File: src/rtl/dla_act_packer_if.sv
// Activation-in / packed-write-out bus of the DLA activation packer.
// The master modport is the packer; the slave modport is its environment.
interface dla_act_packer_if #(
    parameter int DATA_W = 16,
    parameter int WORD_W = 32,
    parameter int ADDR_W = 16
);
    logic              in_valid;
    logic              in_ready;
    logic [DATA_W-1:0] in_data;
    logic              out_valid;
    logic              out_ready;
    logic [ADDR_W-1:0] out_addr;
    logic [WORD_W-1:0] out_data;
    logic [3:0]        out_wstrb;

    modport master (
        input  in_valid, in_data, out_ready,
        output in_ready, out_valid, out_addr, out_data, out_wstrb
    );

    modport slave (
        output in_valid, in_data, out_ready,
        input  in_ready, out_valid, out_addr, out_data, out_wstrb
    );
endinterface

File: src/rtl/dla_act_packer.sv
// Packs pairs of 16-bit activations into 32-bit output-buffer writes with an
// incrementing byte address; pulses done after the last word of a tile is accepted.
module dla_act_packer #(
    parameter int DATA_W = 16,
    parameter int WORD_W = 32,
    parameter int ADDR_W = 16
) (
    input  logic              clk,
    input  logic              rstn,
    input  logic              start,
    input  logic [ADDR_W-1:0] base_addr,
    input  logic [ADDR_W-1:0] num_elems,
    dla_act_packer_if.master  bus,
    output logic              busy,
    output logic              done
);
    localparam logic [2:0] IDLE = 3'd0;
    localparam logic [2:0] LO   = 3'd1;
    localparam logic [2:0] HI   = 3'd2;
    localparam logic [2:0] EMIT = 3'd3;
    localparam logic [2:0] DONE = 3'd4;

    logic [2:0]        state;
    logic [ADDR_W-1:0] remaining;

    always_ff @(posedge clk or negedge rstn) begin
        if (!rstn) begin
            state         <= IDLE;
            remaining     <= '0;
            bus.out_addr  <= '0;
            bus.out_data  <= '0;
            bus.out_wstrb <= '0;
        end else begin
            case (state)
                IDLE: begin
                    if (start) begin
                        if (num_elems != '0) begin
                            state        <= LO;
                            remaining    <= num_elems;
                            bus.out_addr <= base_addr;
                        end else begin
                            state <= DONE;
                        end
                    end
                end
                LO: begin
                    if (bus.in_valid) begin
                        // Upper half cleared so an odd tail word carries zeros.
                        bus.out_data <= {{(WORD_W-DATA_W){1'b0}}, bus.in_data};
                        remaining    <= remaining - ADDR_W'(1);
                        if (remaining == ADDR_W'(1)) begin
                            state         <= EMIT;
                            bus.out_wstrb <= 4'b0011;
                        end else begin
                            state <= HI;
                        end
                    end
                end
                HI: begin
                    if (bus.in_valid) begin
                        bus.out_data  <= {bus.in_data, bus.out_data[DATA_W-1:0]};
                        bus.out_wstrb <= 4'b1111;
                        remaining     <= remaining - ADDR_W'(1);
                        state         <= EMIT;
                    end
                end
                EMIT: begin
                    if (bus.out_ready) begin
                        bus.out_addr <= bus.out_addr + ADDR_W'(4);
                        state        <= (remaining != '0) ? LO : DONE;
                    end
                end
                DONE:    state <= IDLE;
                default: state <= IDLE;
            endcase
        end
    end

    always_comb begin
        bus.in_ready  = (state == LO) || (state == HI);
        bus.out_valid = (state == EMIT);
        busy          = (state != IDLE);
        done          = (state == DONE);
    end
endmodule

File: src/flat_wrapper.sv
// flat-port wrapper written by rule: the top's interface ports become plain ports
module dla_act_packer_flat 
#(
    parameter int DATA_W = 16,
    parameter int WORD_W = 32,
    parameter int ADDR_W = 16
)
  (clk, rstn, start, base_addr, num_elems, busy, done, bus_in_valid, bus_in_data, bus_out_ready, bus_in_ready, bus_out_valid, bus_out_addr, bus_out_data, bus_out_wstrb);
  dla_act_packer_if #(.DATA_W(DATA_W), .WORD_W(WORD_W), .ADDR_W(ADDR_W)) bus_i ();
  input  logic clk;
  input  logic rstn;
  input  logic start;
  input  logic [ADDR_W-1:0] base_addr;
  input  logic [ADDR_W-1:0] num_elems;
  output logic busy;
  output logic done;
  input wire logic [$bits(bus_i.in_valid)-1:0] bus_in_valid;
  input wire logic [$bits(bus_i.in_data)-1:0] bus_in_data;
  input wire logic [$bits(bus_i.out_ready)-1:0] bus_out_ready;
  output wire logic [$bits(bus_i.in_ready)-1:0] bus_in_ready;
  output wire logic [$bits(bus_i.out_valid)-1:0] bus_out_valid;
  output wire logic [$bits(bus_i.out_addr)-1:0] bus_out_addr;
  output wire logic [$bits(bus_i.out_data)-1:0] bus_out_data;
  output wire logic [$bits(bus_i.out_wstrb)-1:0] bus_out_wstrb;
  assign bus_i.in_valid = bus_in_valid;
  assign bus_i.in_data = bus_in_data;
  assign bus_i.out_ready = bus_out_ready;
  assign bus_in_ready = bus_i.in_ready;
  assign bus_out_valid = bus_i.out_valid;
  assign bus_out_addr = bus_i.out_addr;
  assign bus_out_data = bus_i.out_data;
  assign bus_out_wstrb = bus_i.out_wstrb;
  dla_act_packer #(.DATA_W(DATA_W), .WORD_W(WORD_W), .ADDR_W(ADDR_W)) u_core (.clk(clk), .rstn(rstn), .start(start), .base_addr(base_addr), .num_elems(num_elems), .bus(bus_i), .busy(busy), .done(done));
endmodule
File: config.mk
export PLATFORM = sky130hd
export DESIGN_NAME = dla_act_packer_flat
export DESIGN_NICKNAME = d
export VERILOG_FILES = /design/src/rtl/dla_act_packer_if.sv /design/src/rtl/dla_act_packer.sv /design/src/flat_wrapper.sv
export SDC_FILE = /design/constraint.sdc
export NUM_CORES = 1
export LEC_CHECK = 0
export BUFFER_PORTS_ARGS = -buffer_cell sky130_fd_sc_hd__buf_2
export CORE_MARGIN = 2
export CORE_UTILIZATION = 30
export DETAILED_ROUTE_END_ITERATION = 10
export PLACE_DENSITY = 0.57
export SLEW_MARGIN = 10
export SYNTH_ARGS = -nofsm -noshare
export SYNTH_HDL_FRONTEND = slang
export SYNTH_SLANG_ARGS = --single-unit
File: constraint.sdc
create_clock -name clk -period 2.1 [get_ports clk]
set_input_delay 0.315 -clock clk [delete_from_list [all_inputs] [get_ports clk]]
set_output_delay 0.315 -clock clk [all_outputs]
set_load 0.02 [all_outputs]
Yosys cells after proc, flatten, opt, wreduce, memory -nomap -nowiden
Cells that the tools add are included.
Cells by class
  add/subtract/negate cells: 2
  reductions and logical operators: 15
  mux-type cells: 23
  bitwise logic cells: 1
  eq/ne operators: 12
Operator list (number)
  16-bit 2-to-1 mux: 6
  32-bit 2-to-1 mux: 2
  16-bit one-hot mux with 2 select lines: 2
  32-bit one-hot mux with 2 select lines: 1
  16-bit nonzero test: 2
  3-bit 2-to-1 mux: 6
  16-bit by 3-bit adder with 16-bit output (second input constant): 1
  16-bit by 1-bit equality test with 1-bit output (second input constant): 1
  4-bit AND reduction: 4
  16-bit by 1-bit subtractor with 16-bit output (second input constant): 1
  4-bit 2-to-1 mux: 3
  3-bit one-hot mux with 4 select lines: 1
  2-bit inequality test (second input constant): 4
  4-bit one-hot mux with 2 select lines: 1
  3-bit by 2-bit equality test with 1-bit output (second input constant): 2
  2-bit by 1-bit inequality test with 1-bit output (second input constant): 3
  3-bit AND reduction: 2
  2-bit nonzero test: 3
  3-bit by 1-bit equality test with 1-bit output (second input constant): 1
  3-bit equality test (second input constant): 1
  3-bit zero test: 1
  3-bit nonzero test: 1
  2-bit OR reduction: 1
  1-bit logical OR: 1
  other kinds (2): 2
Word-level totals
  output and inout port bits: 56
  logic and storage cells: 59
  register bits after elaboration: 71
  input port bits: 53

Logic depth before layout (Yosys ltp)
Gate-level depths: netlist (run 1).
  word-level depth: 4
  gate-level depth with buffers: 8
  gate-level depth less buffers: 7

Worst setup path after synthesis (run 1)
Ideal clock, no wire load.
  kind: reg-to-reg
  start: register u_core.remaining[0]
  end: register u_core.remaining[14]
  library setup time: 132 ps
  arrival: 2038 ps
  cell stages (with the launch flop): 8
  clock period less this slack: 2170 ps
  data required time: 1968 ps
  buffers on the path: 0
  slack: -70 ps
  path through: dfrtp_1 > inv_1 > ha_1 > or3b_1 > or4b_4 > nor2_2 > mux2i_1 > o221ai_2
On the way
  word-level cells in the longest chain between the ends: 3
RTL lines
  start, declared: RTL line dla_act_packer.sv:24  | logic [ADDR_W-1:0] remaining;
  start signal, assigned: RTL line dla_act_packer.sv:39  | remaining <= num_elems;
  start signal, assigned: RTL line dla_act_packer.sv:50  | remaining <= remaining - ADDR_W'(1);
  start signal, assigned: RTL line dla_act_packer.sv:63  | remaining <= remaining - ADDR_W'(1);
  16-bit by 1-bit subtractor with 16-bit output: RTL line dla_act_packer.sv:50, dla_act_packer.sv:63
  16-bit 2-to-1 mux: RTL line dla_act_packer.sv:47, dla_act_packer.sv:60
  16-bit one-hot mux with 2 select lines: RTL line dla_act_packer.sv:34  | case (state)
No other way between the ends. The select of a mux whose other input is x is not followed.
A chain may end at the register's enable or synchronous reset.

Final worst setup path (run 1)
Same ends and word-level chain as after synthesis.

==> results of run 1 <==
==> critical path, delay by kind of cell, from the launching register on <==
kind	cells	cell delay (ps)
buffers and inverters	1	90
AOI/OAI and AO/OA	1	120
and+or+nand+nor	3	1000
muxes	1	250
adders and majority gates	1	130
DFF	1	390
==> layout make-up <==
cell class,count,area [sq um]
Clock inverter,6,65.1
Timing Repair Buffer,147,871
Inverter,9,41.3
Multi-Input combinational cell,251,1750
Fill cell,1116,6610
Tap cell,143,179
Clock buffer,9,225
Sequential cell,69,1730
==> power groups by stage <==
stage | clock network [mW] | registers [mW] | logic, mW
floorplan | 0 | 2.98 | 2.38
global placement | 0 | 2.50 | 4.36
detailed placement | 0 | 2.52 | 4.43
CTS | 1.54 | 2.53 | 4.53
global route | 1.60 | 2.63 | 5.02
finish | 1.50 | 2.53 | 4.60
==> per-layer routing <==
layer / track usage (%) / share of wire (%)
met1: 22.6 / 46
met2: 25.3 / 45
met3: 4.55 / 6.8
met4: 5.53 / 1.5
met5: 0 / 0
==> through the flow <==
stage          utilization (%)  cells  setup WS [ps]  power, mW  hold WS (ps)
6_report                  42.4    634          -12.7       8.63          18.0
5_1_grt                   42.4    634          -24.1       9.26          31.8
4_1_cts                   41.9    632          -13.6       8.60          18.5
3_5_place_dp              39.0    615          -21.0       6.95           379
3_3_place_gp              39.0    615           21.2       6.86           380
2_1_floorplan                -    350          -45.7       5.36          19.4
==> sequential cells by signal (all words and copies together), names as in the netlist <==
name,count
u_core.bus.out_addr,16
u_core.bus.out_data,32
u_core.state,3
u_core.bus.out_wstrb,2
u_core.remaining,16
==> cells by family (layout without fill, tap and decap cells) <==
logic type	after synthesis	in the layout	share of synthesized area, %
buffers and inverters	30	171	4.08
AND/OR/NAND/NOR	114	114	17.4
XOR/XNOR	1	1	0.246
multiplexers	23	23	7.11
AO/OA/AOI/OAI	109	109	21.2
flip-flops	69	69	48.6
adder cells (fa/ha/maj)	4	4	1.41
==> what timing repair did <==
action | 4_1_cts | 5_1_grt
setup endpoints to repair | 2 | 18
pin swaps | 3 | 3
resized for setup | 6 | 7
hold buffers | 0 | 0
buffers inserted | 2 | 2
==> path summary, 6_finish.rpt <==
| path | start | endpoint | slack (ps) | depth (start not counted) |
|---|---|---|---|---|
| min | rstn | u_core.bus.out_data[11] | 20 | 2 |
| max reg2reg | u_core.remaining[0] | u_core.remaining[14] | -10 | 7 |
| min reg2reg | u_core.bus.out_data[31] | u_core.bus.out_data[31] | 500 | 1 |
| min in group clk | bus_in_data[1] | u_core.bus.out_data[17] | 210 | 2 |
| max in group asynchronous | rstn | u_core.remaining[14] | 1790 | 2 |
| max | u_core.remaining[0] | u_core.remaining[14] | -10 | 7 |
==> cell usage in the layout (no fill, tap or decap), drive strengths merged, types with 3 or more instances in the layout <==
cell      Yosys  layout
clkinvlp      0       3
o22ai        20      20
clkinv        0       4
clkbuf        8       9
a211oi        3       3
a31oi         3       3
ha            4       4
buf          13     147
nand2        18      18
a21oi        23      23
nor4          8       8
o32ai         3       3
mux2         18      18
nor3         13      13
o21ai        20      20
nor4b         3       3
and3          3       3
or2           3       3
mux2i         5       5
or3           6       6
nand3        17      17
nand4         7       7
nor2         24      24
inv           9       7
a22o         17      17
dfrtp        69      69
==> flow_summary_export.csv, run 1 <==
group,metric,value,unit
synth,synthesis.nets,407,
timing,total_negative_slack,-12.7,ps
power,total_switching_power,3.76,mW
worst_setup_path,cell_by_cell_listing_of_the_critical_path,"inv_2 > ha_4 > or3b_4 > or4b_4 > nor2_4 > mux2i_2 > o221ai_2",
power,pwr_density_cell,1780,nW/um^2
synth,synth_seq_area_share,48.6,%
floorplan,boundaryPins,109,
power,internal_power,4.87,mW
power,clock_power_share,17.3,%
routing,routed_wire_length_per_instance,16.3,um
floorplan,die_area,12700,sq um
layout,antenna_cells_inserted,0,
cts,tritoncts,"yes",
grt,grt_pass1_wl,17000,um
timing,final-hold-violation-count,0,
timing,drv_slew,0,
synth,ys_top_cells_by_area,"sky130_fd_sc_hd__dfrtp_1 49%, sky130_fd_sc_hd__mux2_2 5.7%, sky130_fd_sc_hd__a22o_1 4.2%",
synth,synth_top_flop_cell,"sky130_fd_sc_hd__dfrtp_1",
routing,avg_vias_per_cell,5.37,
routing,postRouteAntennaNets,0,
timing,fin_worst_skew,6.58,ps
timing,grt_setup_unrepaired,"true",
cts,cts_made_buffers,9,
worst_setup_path,start_kind,"flip-flop",
synth,post_synth_inst_count,350,
power,seq_power_share,29.4,%
power,max_ir_drop_vdd,0.828,mV
floorplan,core_area,11500,sq um
synth,synth_cell_types,57,
worst_setup_path,critical_path_class,"flip-flop to flip-flop",
timing,final_worst_path_period_share,101,%
worst_setup_path,cp-end-kind,"flip-flop",
cts,clkLatencyLatePin,330,ps
cts,h-tree-depth,3,
synth,netlist_area,3550,sq um
routing,drt_first_iter_violations,140,
synth,count_of_state_elements_after_synthesis,69,
cts,clk_path_buf_depth,2,
flow_run,cap_violations,0,
grt,grt_pass1_vias,3316,
outcome,run_status,"complete, but fails checks",
worst_setup_path,worst_ep_arrival_time,2310,ps
worst_setup_path,cp_data_required_time,2300,ps
routing,detailedRoute.firstPassIterationCount,4,
routing,vias,3402,
synth,yosys_warnings,0,
placement,place.gp.congestion,0.825,
timing,fmax,473,MHz
timing,slew_headroom,52.8,%
floorplan,rows,39,
placement,placement.cell_area,4480,sq um
routing,detail_route.drc_violations,0,
synth,async_flop_share,100,%
layout,layout.cell_area.non_filler,4860,sq um
cts,worst_setup_hold_path_clk_slew,60,ps
floorplan,starting_density_of_the_core,31.0,%
synth,synth-edff-count,0,
power,switching_share,43.6,%
synth,syn_avg_cell_area,10.2,sq um
cts,cts_root_buf,"sky130_fd_sc_hd__clkbuf_16",
synth,yosysMostFrequentCell,"sky130_fd_sc_hd__dfrtp_1",
grt,grt_max_degree,70,
timing,timing.final.setup_violations,1,
hold_path,worstHoldPathType,"input port to asynchronous set/reset pin",
worst_setup_path,worst-path-max-fanout,2,
synth,synth_top_cells_by_count,"69 x sky130_fd_sc_hd__dfrtp_1, 23 x sky130_fd_sc_hd__nor2_1, 21 x sky130_fd_sc_hd__a21oi_1",
placement,port_buffers,108,
power,leakage_power_of_the_design,2.23,nW
timing,period_needed,2110,ps
cts,clock_sink_count,69,
synth,synthDominantCellAreaShare,48.6,%
timing,layout_setup_ws,-12.7,ps
placement,detailedPlacementHpwl,7220,um
outcome,violations,"negative setup slack",
layout,drive_above_1_share,42.2,%
timing,timing_worst_slew_pin_value,708,ps
routing,route.final.wire_length,10300,um
floorplan,die-width,113,um
floorplan,die-height,113,um
worst_setup_path,worst_path_largest_cell_delay,510,ps
synth,synth.largest_area_cell,"sky130_fd_sc_hd__dfrtp_1",
worst_setup_path,critical_path.slowest_cell,"sky130_fd_sc_hd__or4b_4",
grt,grt_overflow_total,0,
layout,syn_to_final_growth,36.7,%
grt,grt_antenna_before_repair,0,
grt,groute.usage.overall,16.5,%
power,pwr-share-comb,53.3,%
layout,final_nets,544,
Power figures use the tool's default switching activity.
==> run 2: changes to the inputs <==
--- a/config.mk
+++ b/config.mk
@@ -10,6 +10,7 @@
 export CORE_UTILIZATION = 30
 export DETAILED_ROUTE_END_ITERATION = 10
 export PLACE_DENSITY = 0.57
+export SETUP_SLACK_MARGIN = 0.02
 export SLEW_MARGIN = 10
 export SYNTH_ARGS = -nofsm -noshare
 export SYNTH_HDL_FRONTEND = slang
==> flow_summary_export.csv, run 2 (synthesized netlist as in run 1, its figures left out) <==
group,metric,value,unit
grt,groute.usage.overall,16.5,%
routing,routed_wire_length_per_instance,16.3,um
worst_setup_path,cp-end-kind,"flip-flop",
cts,tritoncts,"yes",
layout,antenna_cells_inserted,0,
grt,grt_pass1_wl,17000,um
floorplan,starting_density_of_the_core,31.0,%
worst_setup_path,start_kind,"flip-flop",
routing,detailedRoute.firstPassIterationCount,4,
worst_setup_path,worst-path-max-fanout,2,
flow_run,cap_violations,0,
timing,timing_worst_slew_pin_value,713,ps
timing,timing.final.setup_violations,1,
timing,final_worst_path_period_share,100,%
timing,period_needed,2110,ps
timing,final-hold-violation-count,0,
routing,drt_first_iter_violations,172,
cts,h-tree-depth,3,
grt,grt_pass1_vias,3316,
timing,fin_worst_skew,6.62,ps
worst_setup_path,critical_path_class,"flip-flop to flip-flop",
layout,layout.cells.most_common_list,"108 x sky130_fd_sc_hd__buf_2, 69 x sky130_fd_sc_hd__dfrtp_1, 35 x sky130_fd_sc_hd__buf_4",
layout,final_util,42.4,%
worst_setup_path,worst_path_largest_cell_delay,520,ps
grt,grt_antenna_before_repair,0,
floorplan,die-width,113,um
hold_path,worstHoldPathType,"input port to asynchronous set/reset pin",
power,leakage_power_of_the_design,2.22,nW
outcome,run_status,"complete, but fails checks",
layout,drive_above_1_share,42.2,%
timing,slew_headroom,52.5,%
grt,grt_max_degree,70,
worst_setup_path,r2r_start,"u_core.remaining[0]",
layout,final_nets,544,
routing,route.final.wire_length,10300,um
outcome,violations,"negative setup slack",
timing,fmax,474,MHz
placement,place.gp.congestion,0.825,
power,max_ir_drop_vdd,0.832,mV
cts,clock_sink_count,69,
worst_setup_path,worst_ep_arrival_time,2310,ps
floorplan,die_area,12700,sq um
cts,cts_root_buf,"sky130_fd_sc_hd__clkbuf_16",
cts,clk_path_buf_depth,2,
layout,layout.cells.most_common,"sky130_fd_sc_hd__buf_2",
worst_setup_path,cell_by_cell_listing_of_the_critical_path,"inv_2 > ha_4 > or3b_4 > or4b_4 > nor2_4 > mux2i_2 > o221ai_2",
layout,top_register,"u_core.bus.out_data",
timing,grt_setup_unrepaired,"true",
power,pwr_density_cell,1780,nW/um^2
routing,postRouteAntennaNets,0,
floorplan,core_area,11500,sq um
cts,clkLatencyLatePin,330,ps
worst_setup_path,cp_data_required_time,2300,ps
grt,grt_overflow_total,0,
timing,whs,16.4,ps
cts,worst_setup_hold_path_clk_slew,60,ps
placement,port_buffers,108,
floorplan,boundaryPins,109,
layout,syn_to_final_growth,36.7,%
placement,detailedPlacementHpwl,7220,um
routing,detail_route.drc_violations,0,
routing,vias,3397,
worst_setup_path,critical_path.slowest_cell,"sky130_fd_sc_hd__or4b_4",
worst_setup_path,critPathLaunch,"u_core.remaining[0]",
cts,cts_made_buffers,9,
routing,avg_vias_per_cell,5.36,
layout,top_regs,"u_core.bus.out_data: 32 flops, u_core.bus.out_addr: 16 flops, u_core.remaining: 16 flops",
layout,largest_register_ff_count,32,
timing,layout_setup_ws,-10.1,ps
floorplan,die-height,113,um
timing,drv_slew,0,
cts,cts_hold_repair.buffers,0,
floorplan,rows,39,
run 2: per-layer routing:
layer	GRT usage, %	vias up	wire length (um)
met5	0	-	0
met4	5.53	0	153
met3	4.55	13	653
met2	25.3	106	4680
met1	22.6	1665	4850
li1	-	1613	-
run 2: path summary, 6_finish.rpt:
| path | to | slack (ps) | cells past startpoint |
|---|---|---|---|
| worst min register to register | u_core.bus.out_data[31] | 500 | 1 |
| min in group clk | u_core.bus.out_data[17] | 210 | 2 |
| max in group asynchronous | u_core.remaining[14] | 1790 | 2 |
| worst min-delay path | u_core.bus.out_data[11] | 20 | 2 |
| worst max register to register | u_core.remaining[14] | -10 | 7 |
| worst max-delay path | u_core.remaining[14] | -10 | 7 |
run 2: layout make-up:
cell class | instances | area (sq um)
timing repair buffer | 147 | 875
clock inverter | 6 | 65.1
tap | 143 | 179
sequential | 69 | 1730
clock buffer | 9 | 225
fill | 1115 | 6610
inverter | 9 | 41.3
multi-input combinational | 251 | 1750
run 2: power breakdown:
group | total, mW | switching (mW) | internal, mW | leakage (nW)
clock | 1.50 | 0.584 | 0.912 | 0.141
sequential | 2.54 | 0.575 | 1.96 | 0.829
combinational | 4.60 | 2.61 | 1.99 | 1.25
run 2: what timing repair did:
action                     4_1_cts  5_1_grt
resized for setup                6        8
setup endpoints to repair        2       18
setup buffers                    2        2
pin swaps                        3        3
run 2: worst max-delay path, delay by kind of cell, from the launching register on:
family / cells / cell delay (ps)
simple gates: 3 / 1010
fa+ha+maj: 1 / 130
compound gates: 1 / 120
mux: 1 / 250
flops: 1 / 390
buf+inv: 1 / 90
run 2: metrics by stage:
step / instance area, sq um / power, mW / std cells / setup TNS, ps / setup WS (ps)
2_1_floorplan: 3560 / 5.36 / 350 / -45.7 / -45.7
3_3_place_gp: 4480 / 6.86 / 615 / 0 / 21.2
3_5_place_dp: 4480 / 6.95 / 615 / -21.0 / -21.0
4_1_cts: 4800 / 8.60 / 632 / -13.6 / -13.6
5_1_grt: 4860 / 9.26 / 634 / -22.8 / -22.8
6_report: 4860 / 8.64 / 634 / -10.1 / -10.1
